--- config.mk ---
export PLATFORM = sky130hd
export DESIGN_NAME = instr_fetch_unit
export DESIGN_NICKNAME = d
export VERILOG_FILES = /design/src/rtl/instr_fetch_unit.sv
export SDC_FILE = /design/constraint.sdc
export NUM_CORES = 1
export LEC_CHECK = 0
export CORE_MARGIN = 2
export CORE_UTILIZATION = 40
export DETAILED_ROUTE_END_ITERATION = 12
export PLACE_DENSITY_LB_ADDON = 0.2
export SLEW_MARGIN = 20
export SYNTH_ARGS = -nofsm -noshare
export SYNTH_HDL_FRONTEND = slang
export SYNTH_SLANG_ARGS = --single-unit
--- constraint.sdc ---
create_clock -name i_Clk -period 4.3 [get_ports i_Clk]
set_input_delay 1.29 -clock i_Clk [delete_from_list [all_inputs] [get_ports i_Clk]]
set_output_delay 1.29 -clock i_Clk [all_outputs]
set_load 0.05 [all_outputs]
--- src/rtl/instr_fetch_unit.sv ---
// ---------------------------------------------------------------------------
// instr_fetch_unit
//
// Front end of the processor, sitting upstream of Control_Unit. It owns the
// program counter, fetches one 8-bit instruction at a time over a simple
// req/ready instruction-memory port, holds it in the instruction register
// and splits it into a 3-bit opcode and a 5-bit operand. Each fetched
// instruction is handed on with a single-cycle issue strobe (o_En), which
// Control_Unit uses to register the opcode.
//
// Build option:
//   JUMP_EN  when defined, opcode 3'b111 is an unconditional jump that is
//            consumed here: no issue strobe, PC is loaded from the operand.
//            When undefined, 3'b111 is issued like any other opcode.
//
// Parameters:
//   ADDR_W    PC / instruction-address width (1..5); PC wraps modulo 2^ADDR_W
//   RESET_PC  PC value loaded by reset
//
// Ports:
//   i_Clk         clock, all state changes on the rising edge
//   i_Reset       synchronous, active-high reset
//   i_Run         level: 1 = keep fetching, 0 = go idle after current instr
//   i_Stall       downstream hold; blocks issue while high
//   o_Imem_req    fetch request, held until accepted
//   o_Imem_addr   fetch address (= PC), stable while o_Imem_req is high
//   i_Imem_ready  memory accepts the request; i_Imem_rdata valid same cycle
//   i_Imem_rdata  instruction {opcode[7:5], operand[4:0]}
//   o_Opcode      IR[7:5] to Control_Unit
//   o_Operand     IR[4:0] to the datapath
//   o_En          one-cycle issue strobe to Control_Unit
//   o_PC          current program counter
//   o_Busy        high in every state except IDLE
// ---------------------------------------------------------------------------
module instr_fetch_unit #(
  parameter int          ADDR_W   = 5,
  parameter int unsigned RESET_PC = 0
) (
  input  logic              i_Clk,
  input  logic              i_Reset,
  input  logic              i_Run,
  input  logic              i_Stall,
  output logic              o_Imem_req,
  output logic [ADDR_W-1:0] o_Imem_addr,
  input  logic              i_Imem_ready,
  input  logic [7:0]        i_Imem_rdata,
  output logic [2:0]        o_Opcode,
  output logic [4:0]        o_Operand,
  output logic              o_En,
  output logic [ADDR_W-1:0] o_PC,
  output logic              o_Busy
);

  typedef enum logic [1:0] {
    S_IDLE  = 2'd0,
    S_FETCH = 2'd1,
    S_ISSUE = 2'd2
  } stateT;

  localparam logic [ADDR_W-1:0] PcReset = ADDR_W'(RESET_PC);
  localparam logic [ADDR_W-1:0] PcOne   = ADDR_W'(1);

  stateT             r_state;
  stateT             w_nextState;
  logic [ADDR_W-1:0] r_pc;
  logic [7:0]        r_ir;
  logic              w_accept;
  logic              w_leaveIssue;
  logic              w_isJump;
  logic [ADDR_W-1:0] w_pcNext;

  // A fetch completes in the cycle the memory raises ready while we request.
  assign w_accept     = (r_state == S_FETCH) && i_Imem_ready;

  // The instruction leaves ISSUE on the first cycle without a stall; this is
  // the single point where PC advances and Run is re-examined.
  assign w_leaveIssue = (r_state == S_ISSUE) && !i_Stall;

`ifdef JUMP_EN
  // Jumps are resolved locally and never reach Control_Unit.
  assign w_isJump = (r_ir[7:5] == 3'b111);
`else
  assign w_isJump = 1'b0;
`endif

  // Jump target is the low ADDR_W bits of the operand; otherwise PC+1, which
  // wraps naturally because the adder is only ADDR_W bits wide.
  always_comb begin
    w_pcNext = r_pc + PcOne;
    if (w_isJump) begin
      w_pcNext = r_ir[ADDR_W-1:0];
    end
  end

  // State register. Reset wins over everything, including a fetch in
  // flight, so a pending request simply disappears at that edge.
  always_ff @(posedge i_Clk) begin
    if (i_Reset) begin
      r_state <= S_IDLE;
    end else begin
      r_state <= w_nextState;
    end
  end

  // Next-state logic. Run is only looked at in IDLE and when leaving ISSUE;
  // an outstanding fetch always runs to completion.
  always_comb begin
    w_nextState = r_state;
    case (r_state)
      S_IDLE: begin
        if (i_Run) begin
          w_nextState = S_FETCH;
        end
      end
      S_FETCH: begin
        if (i_Imem_ready) begin
          w_nextState = S_ISSUE;
        end
      end
      S_ISSUE: begin
        if (!i_Stall) begin
          w_nextState = i_Run ? S_FETCH : S_IDLE;
        end
      end
      default: begin
        w_nextState = S_IDLE;
      end
    endcase
  end

  // Program counter and instruction register. IR only changes on a
  // completed fetch, so opcode/operand hold steady between captures.
  always_ff @(posedge i_Clk) begin
    if (i_Reset) begin
      r_pc <= PcReset;
      r_ir <= 8'h00;
    end else begin
      if (w_accept) begin
        r_ir <= i_Imem_rdata;
      end
      if (w_leaveIssue) begin
        r_pc <= w_pcNext;
      end
    end
  end

  // Output logic. En is combinational from state and Stall so that the
  // strobe lines up with the cycle the instruction actually leaves ISSUE;
  // since ISSUE is always followed by FETCH or IDLE it can never last two
  // cycles in a row.
  always_comb begin
    o_Imem_req = 1'b0;
    o_En       = 1'b0;
    o_Busy     = 1'b1;
    case (r_state)
      S_IDLE: begin
        o_Busy = 1'b0;
      end
      S_FETCH: begin
        o_Imem_req = 1'b1;
      end
      S_ISSUE: begin
        o_En = !i_Stall && !w_isJump;
      end
      default: begin
        o_Busy = 1'b0;
      end
    endcase
  end

  assign o_Imem_addr = r_pc;
  assign o_PC        = r_pc;
  assign o_Opcode    = r_ir[7:5];
  assign o_Operand   = r_ir[4:0];

endmodule

==> flow_metrics.tcl <==
set metrics [dict create \
    status "finished, final reports clean" \
    finalSetupViolCount 0 \
    layout_min_cycle_time_ps 3660 \
    crit_fanout 5 \
    crit_path_end_kind "output pin" \
    design.die.area_um2 2200 \
    grt_remaining_overflow 0 \
    avgSynthCellArea_um2 8.76 \
    grt_usage 0.149 \
    yosysUniqueCellTypes 24 \
    dp_hpwl_um 1120 \
    critical_path_class "in2out" \
    worst_slew_margin_rel 0.557 \
    avgRoutedWirePerCell_um 11.4 \
    clk_latency_ps 280 \
    cts_buffer_depth 2 \
    final_antenna_net_count 0 \
    max_cap_viol_count 0 \
    grt_antenna_before_repair 0 \
    max_freq_mhz 273 \
    period_share 0.852 \
    fin_worst_skew_ps 1.29 \
    synth_nets 103 \
    io_pins 34 \
    required_ps 3010 \
    post-route-drc-count 0 \
    p_comb_frac 0.496 \
    fin_hold_ws_ps 455 \
    cts.clk_slew.worst_paths_ps 90 \
    path_cells "clkdlybuf4s50_1, nor2b_1, buf_12" \
    p_sw_frac 0.435 \
    drt_iter0_drc 16 \
    stdcell_area_um2 1070 \
    power_switching_w 0.000216 \
    yosys_register_bits 15 \
    viasPerCell 4.79 \
    numPortBuffers 33 \
    tns_ps 0 \
    root_buffer "clkbuf_4" \
    worst_path_largest_cell_delay_ps 440 \
    final_common_cell "clkdlybuf4s50_1" \
    yosysSeqAreaShare 0.408 \
    syn_inst 84 \
    hold_viol 0 \
    placementRows 15 \
    die_height_um 46.9 \
    cp_slowest_cell "nor2b_1" \
    coreArea_um2 1730 \
    cellLeakagePower_nw 0.406 \
    p_clk_frac 0.158 \
    drive_above_1_share 0.0721 \
    cts_sinks 15 \
    fin_cells 136 \
    crit_start "i_Stall" \
    final_util 0.619 \
    grt_pass1_wl_um 2370 \
    tightest_slew_ps 663 \
    hp-class "reg2reg" \
    start_util 0.426 \
    arrival_ps 2370 \
    placed_area_um2 1040 \
    cts_tree "built" \
    power.density_nw_per_um2 464 \
    layout_common_cells "32 x clkdlybuf4s50_1, 15 x dfxtp_1, 9 x nand2_1, 9 x a21oi_1, 8 x nand3_1" \
    cts_buffers 3 \
    maxSlewViolCount 0 \
    cts_resized 0 \
    vias 651 \
    seq_power_share 0.346 \
    fp.dieW_um 46.9 \
    rsz0062_at_grt "false" \
    hold_path.startpoint "r_ir[5]$_SDFFE_PP0P_" \
    grt_pass1_vias 537 \
    area_growth_syn_to_layout_pct 45.2 \
    dp_cells 132 \
    ir_drop_mv 0.304 \
    yosysWarnings 0 \
    drt_wl_total_um 1550 \
    gp_congestion 0.668 \
    rr_startpoint "r_state[1]$_SDFFE_PP0P_" \
    internal_power_w 0.000280 \
    first_pass_iters 5 \
    cp-start-kind "input port" \
    htree_levels 1 \
    cts_hold_buffers 0 \
    syn-cell-area_um2 736 \
    grt_max_degree 20 \
    num_antenna_cells 0 \
    postCtsSetupRepairBufs 0 \
    nets 131 \
]
-- final cells by class --
type	instances	area (um^2)
clock buffers	3	22.5
fillers	162	658
well taps	25	31.3
clock inverters	1	5.00
flip-flops and latches	15	300
multi-input cells	55	354
repair buffers	33	340
inverters	4	15.0
-- kinds of logic after synthesis --
| group | synth area share |
|---|---|
| AO/OA/AOI/OAI | 0.0748 |
| XOR/XNOR | 0.0238 |
| adder cells (fa/ha/maj) | 0.102 |
| buffers and inverters | 0.111 |
| flip-flops | 0.408 |
| multiplexers | 0.0731 |
| AND/OR/NAND/NOR | 0.207 |
-- stage by stage --
| step | setup WS, ps | total power, W |
|---|---|---|
| 2_1_floorplan | 1340 | 0.000353 |
| 3_3_place_gp | 660 | 0.000419 |
| 3_5_place_dp | 633 | 0.000421 |
| 4_1_cts | 625 | 0.000502 |
| 5_1_grt | 565 | 0.000529 |
| 6_report | 636 | 0.000496 |
-- synth_stat cells --
cell type	instances	area, um^2
dfxtp_1	15	300
a21oi_1	9	45.0
nand2_1	9	33.8
nand3_1	8	40.0
ha_1	6	75.1
nor2_1	6	22.5
buf_4	5	37.5
inv_1	3	11.3
nor2b_1	3	18.8
buf_2	2	10.0
mux2_2	2	22.5
mux2i_1	2	20.0
nand2b_1	2	12.5
nand4_1	2	12.5
a222oi_1	1	10.0
buf_1	1	3.75
buf_6	1	11.3
clkbuf_1	1	3.75
inv_2	1	3.75
mux2_1	1	11.3
nand3b_1	1	7.51
nor3_1	1	5.00
xnor2_1	1	8.76
xor2_1	1	8.76
-- sequential cells by signal, summed over array words and instances, names as in the netlist --
signal	flops
r_state	2
r_ir	8
o_Imem_addr	5
-- power by group through the flow --
stage          registers, W  logic (W)  clock network, W
6_report           0.000172   0.000246         0.0000786
5_1_grt            0.000174   0.000267         0.0000877
3_5_place_dp       0.000175   0.000246                 0
4_1_cts            0.000172   0.000248         0.0000822
3_3_place_gp       0.000174   0.000245                 0
2_1_floorplan      0.000209   0.000143                 0
-- routing by layer --
layer,routed length (um),vias to the layer above,GRT usage
met5,0,-,0
met4,6,0,0.0333
met3,80,2,0.0385
met2,730,21,0.241
met1,729,297,0.200
li1,-,331,-
-- final timing paths --
path                              to  slack [ps]  cells after the start
min reg2reg     r_ir[5]$_SDFFE_PP0P_         460                      2
min             r_ir[5]$_SDFFE_PP0P_         460                      2
max reg2reg  r_state[0]$_SDFFE_PP0P_        2520                      4
max                             o_En         640                      3
-- worst max-delay path: cells and delay by family --
family	cells	cell delay, ps
buffers and inverters	2	640
AND/OR/NAND/NOR	1	440
Power figures use the tool's default switching activity.
==> RTL change: new RTL, same settings <==
The 3 states of `stateT` get a one-hot encoding in 3 bits.
--- a/src/rtl/instr_fetch_unit.sv
+++ b/src/rtl/instr_fetch_unit.sv
@@ -51,10 +51,10 @@
   output logic              o_Busy
 );
 
-  typedef enum logic [1:0] {
-    S_IDLE  = 2'd0,
-    S_FETCH = 2'd1,
-    S_ISSUE = 2'd2
+  typedef enum logic [2:0] {
+    S_IDLE  = 3'b001,
+    S_FETCH = 3'b010,
+    S_ISSUE = 3'b100
   } stateT;
 
   localparam logic [ADDR_W-1:0] PcReset = ADDR_W'(RESET_PC);
Formal check against the unedited RTL: same outputs for any inputs over 10 cycles, from zero or initial values and one cycle with i_Reset high; not proved beyond that.
==> RTL change against the original RTL <==
- synthesized cell count shrank 8.3%
- register-to-register slack gained 0.23 ns
- area after synthesis grew 1.7%
- routed wire length shrank 6.8%
- sequential cell count grew 1
- cell count shrank 3.7%
- cell area grew 3.2%
- utilization grew 1.3 points
- worst hold slack gained 0.048 ns
- worst setup slack gained 0.088 ns
- largest cell class unchanged
Power is not compared: it rests on default switching activity, and its combinational part moved more than twofold at a synthesized area within 25%.
==> RTL change: results (changes against the original RTL) <==
Non-clk invs 0 (-4); vias in the first global route 552 (+2.8%); synth cell count leaders dfxtp_1 (16), nor2_1 (15), mux2i_1 (9); GR met1 Demand/Resource 0.183 (-0.0173); clock buffers 4 (+1); Critical R2R Launch r_state[0]$_SDFFE_PP1P_; Min Hold Slack 0.503 ns (+0.0484 ns); final net count 121 (-7.6%); post-synthesis sequential area ratio 0.428 (+0.0199); outcome finished clean; most area-consuming cells after synthesis dfxtp_1 (43%), mux2i_1 (12%), nor2_1 (7.5%), buf_4 (5.0%), nor4b_4 (3.2%); 1st-pass router iterations 2 (-3); Hold Path End r_ir[0]$_SDFFE_PP0P_; share of cells above drive strength 1 0.104 (+0.0317); max incr delay on CP 0.47 ns (+0.03 ns); slowest cell on the critical path clkdlybuf4s50_1; first-pass GRT wire length 2260 µm (-4.6%); Data buffer area share 0.316 (-0.00295); Synth Net Count 91 (-12%); CP Data Arrival Time 2.29 ns (-0.08 ns); placed wire-length estimate 1060 µm (-5.4%); multi-input gate share of total cell area 0.333 (+0.00119); met1 wire length 659 µm (-9.6%); reg2reg setup slack 2.75 ns (+0.23 ns); clk_skew 0.00178 ns (+0.000490 ns); metal2 WL 698 µm (-4.4%)
==> RTL change: changes by cell type after synthesis, moves of 2 or more <==
| cell | unedited run | this run |
|---|---|---|
| nor2_1 | 6 | 15 |
| nand3_1 | 8 | 0 |
| mux2i_1 | 2 | 9 |
| nand2_1 | 9 | 2 |
| a21oi_1 | 9 | 3 |
| ha_1 | 6 | 1 |
| inv_1 | 3 | 0 |
| mux2_2 | 2 | 0 |
==> RTL change: stage by stage <==
stage / instances / util / instance area [µm²] / setup slack (ns)
detailed placement: 127 / 0.611 / 1070 / 0.724
finish: 131 / 0.632 / 1100 / 0.724
global placement: 127 / 0.611 / 1070 / 0.716
global route: 131 / 0.632 / 1100 / 0.683
CTS: 131 / 0.632 / 1100 / 0.710
floorplan: 77 / - / 748 / 0.929
==> RTL change: worst max-delay path, delay by kind of cell <==
kind | cells | cell delay [ns]
buffers and inverters | 2 | 0.65
and+or+nand+nor | 1 | 0.34
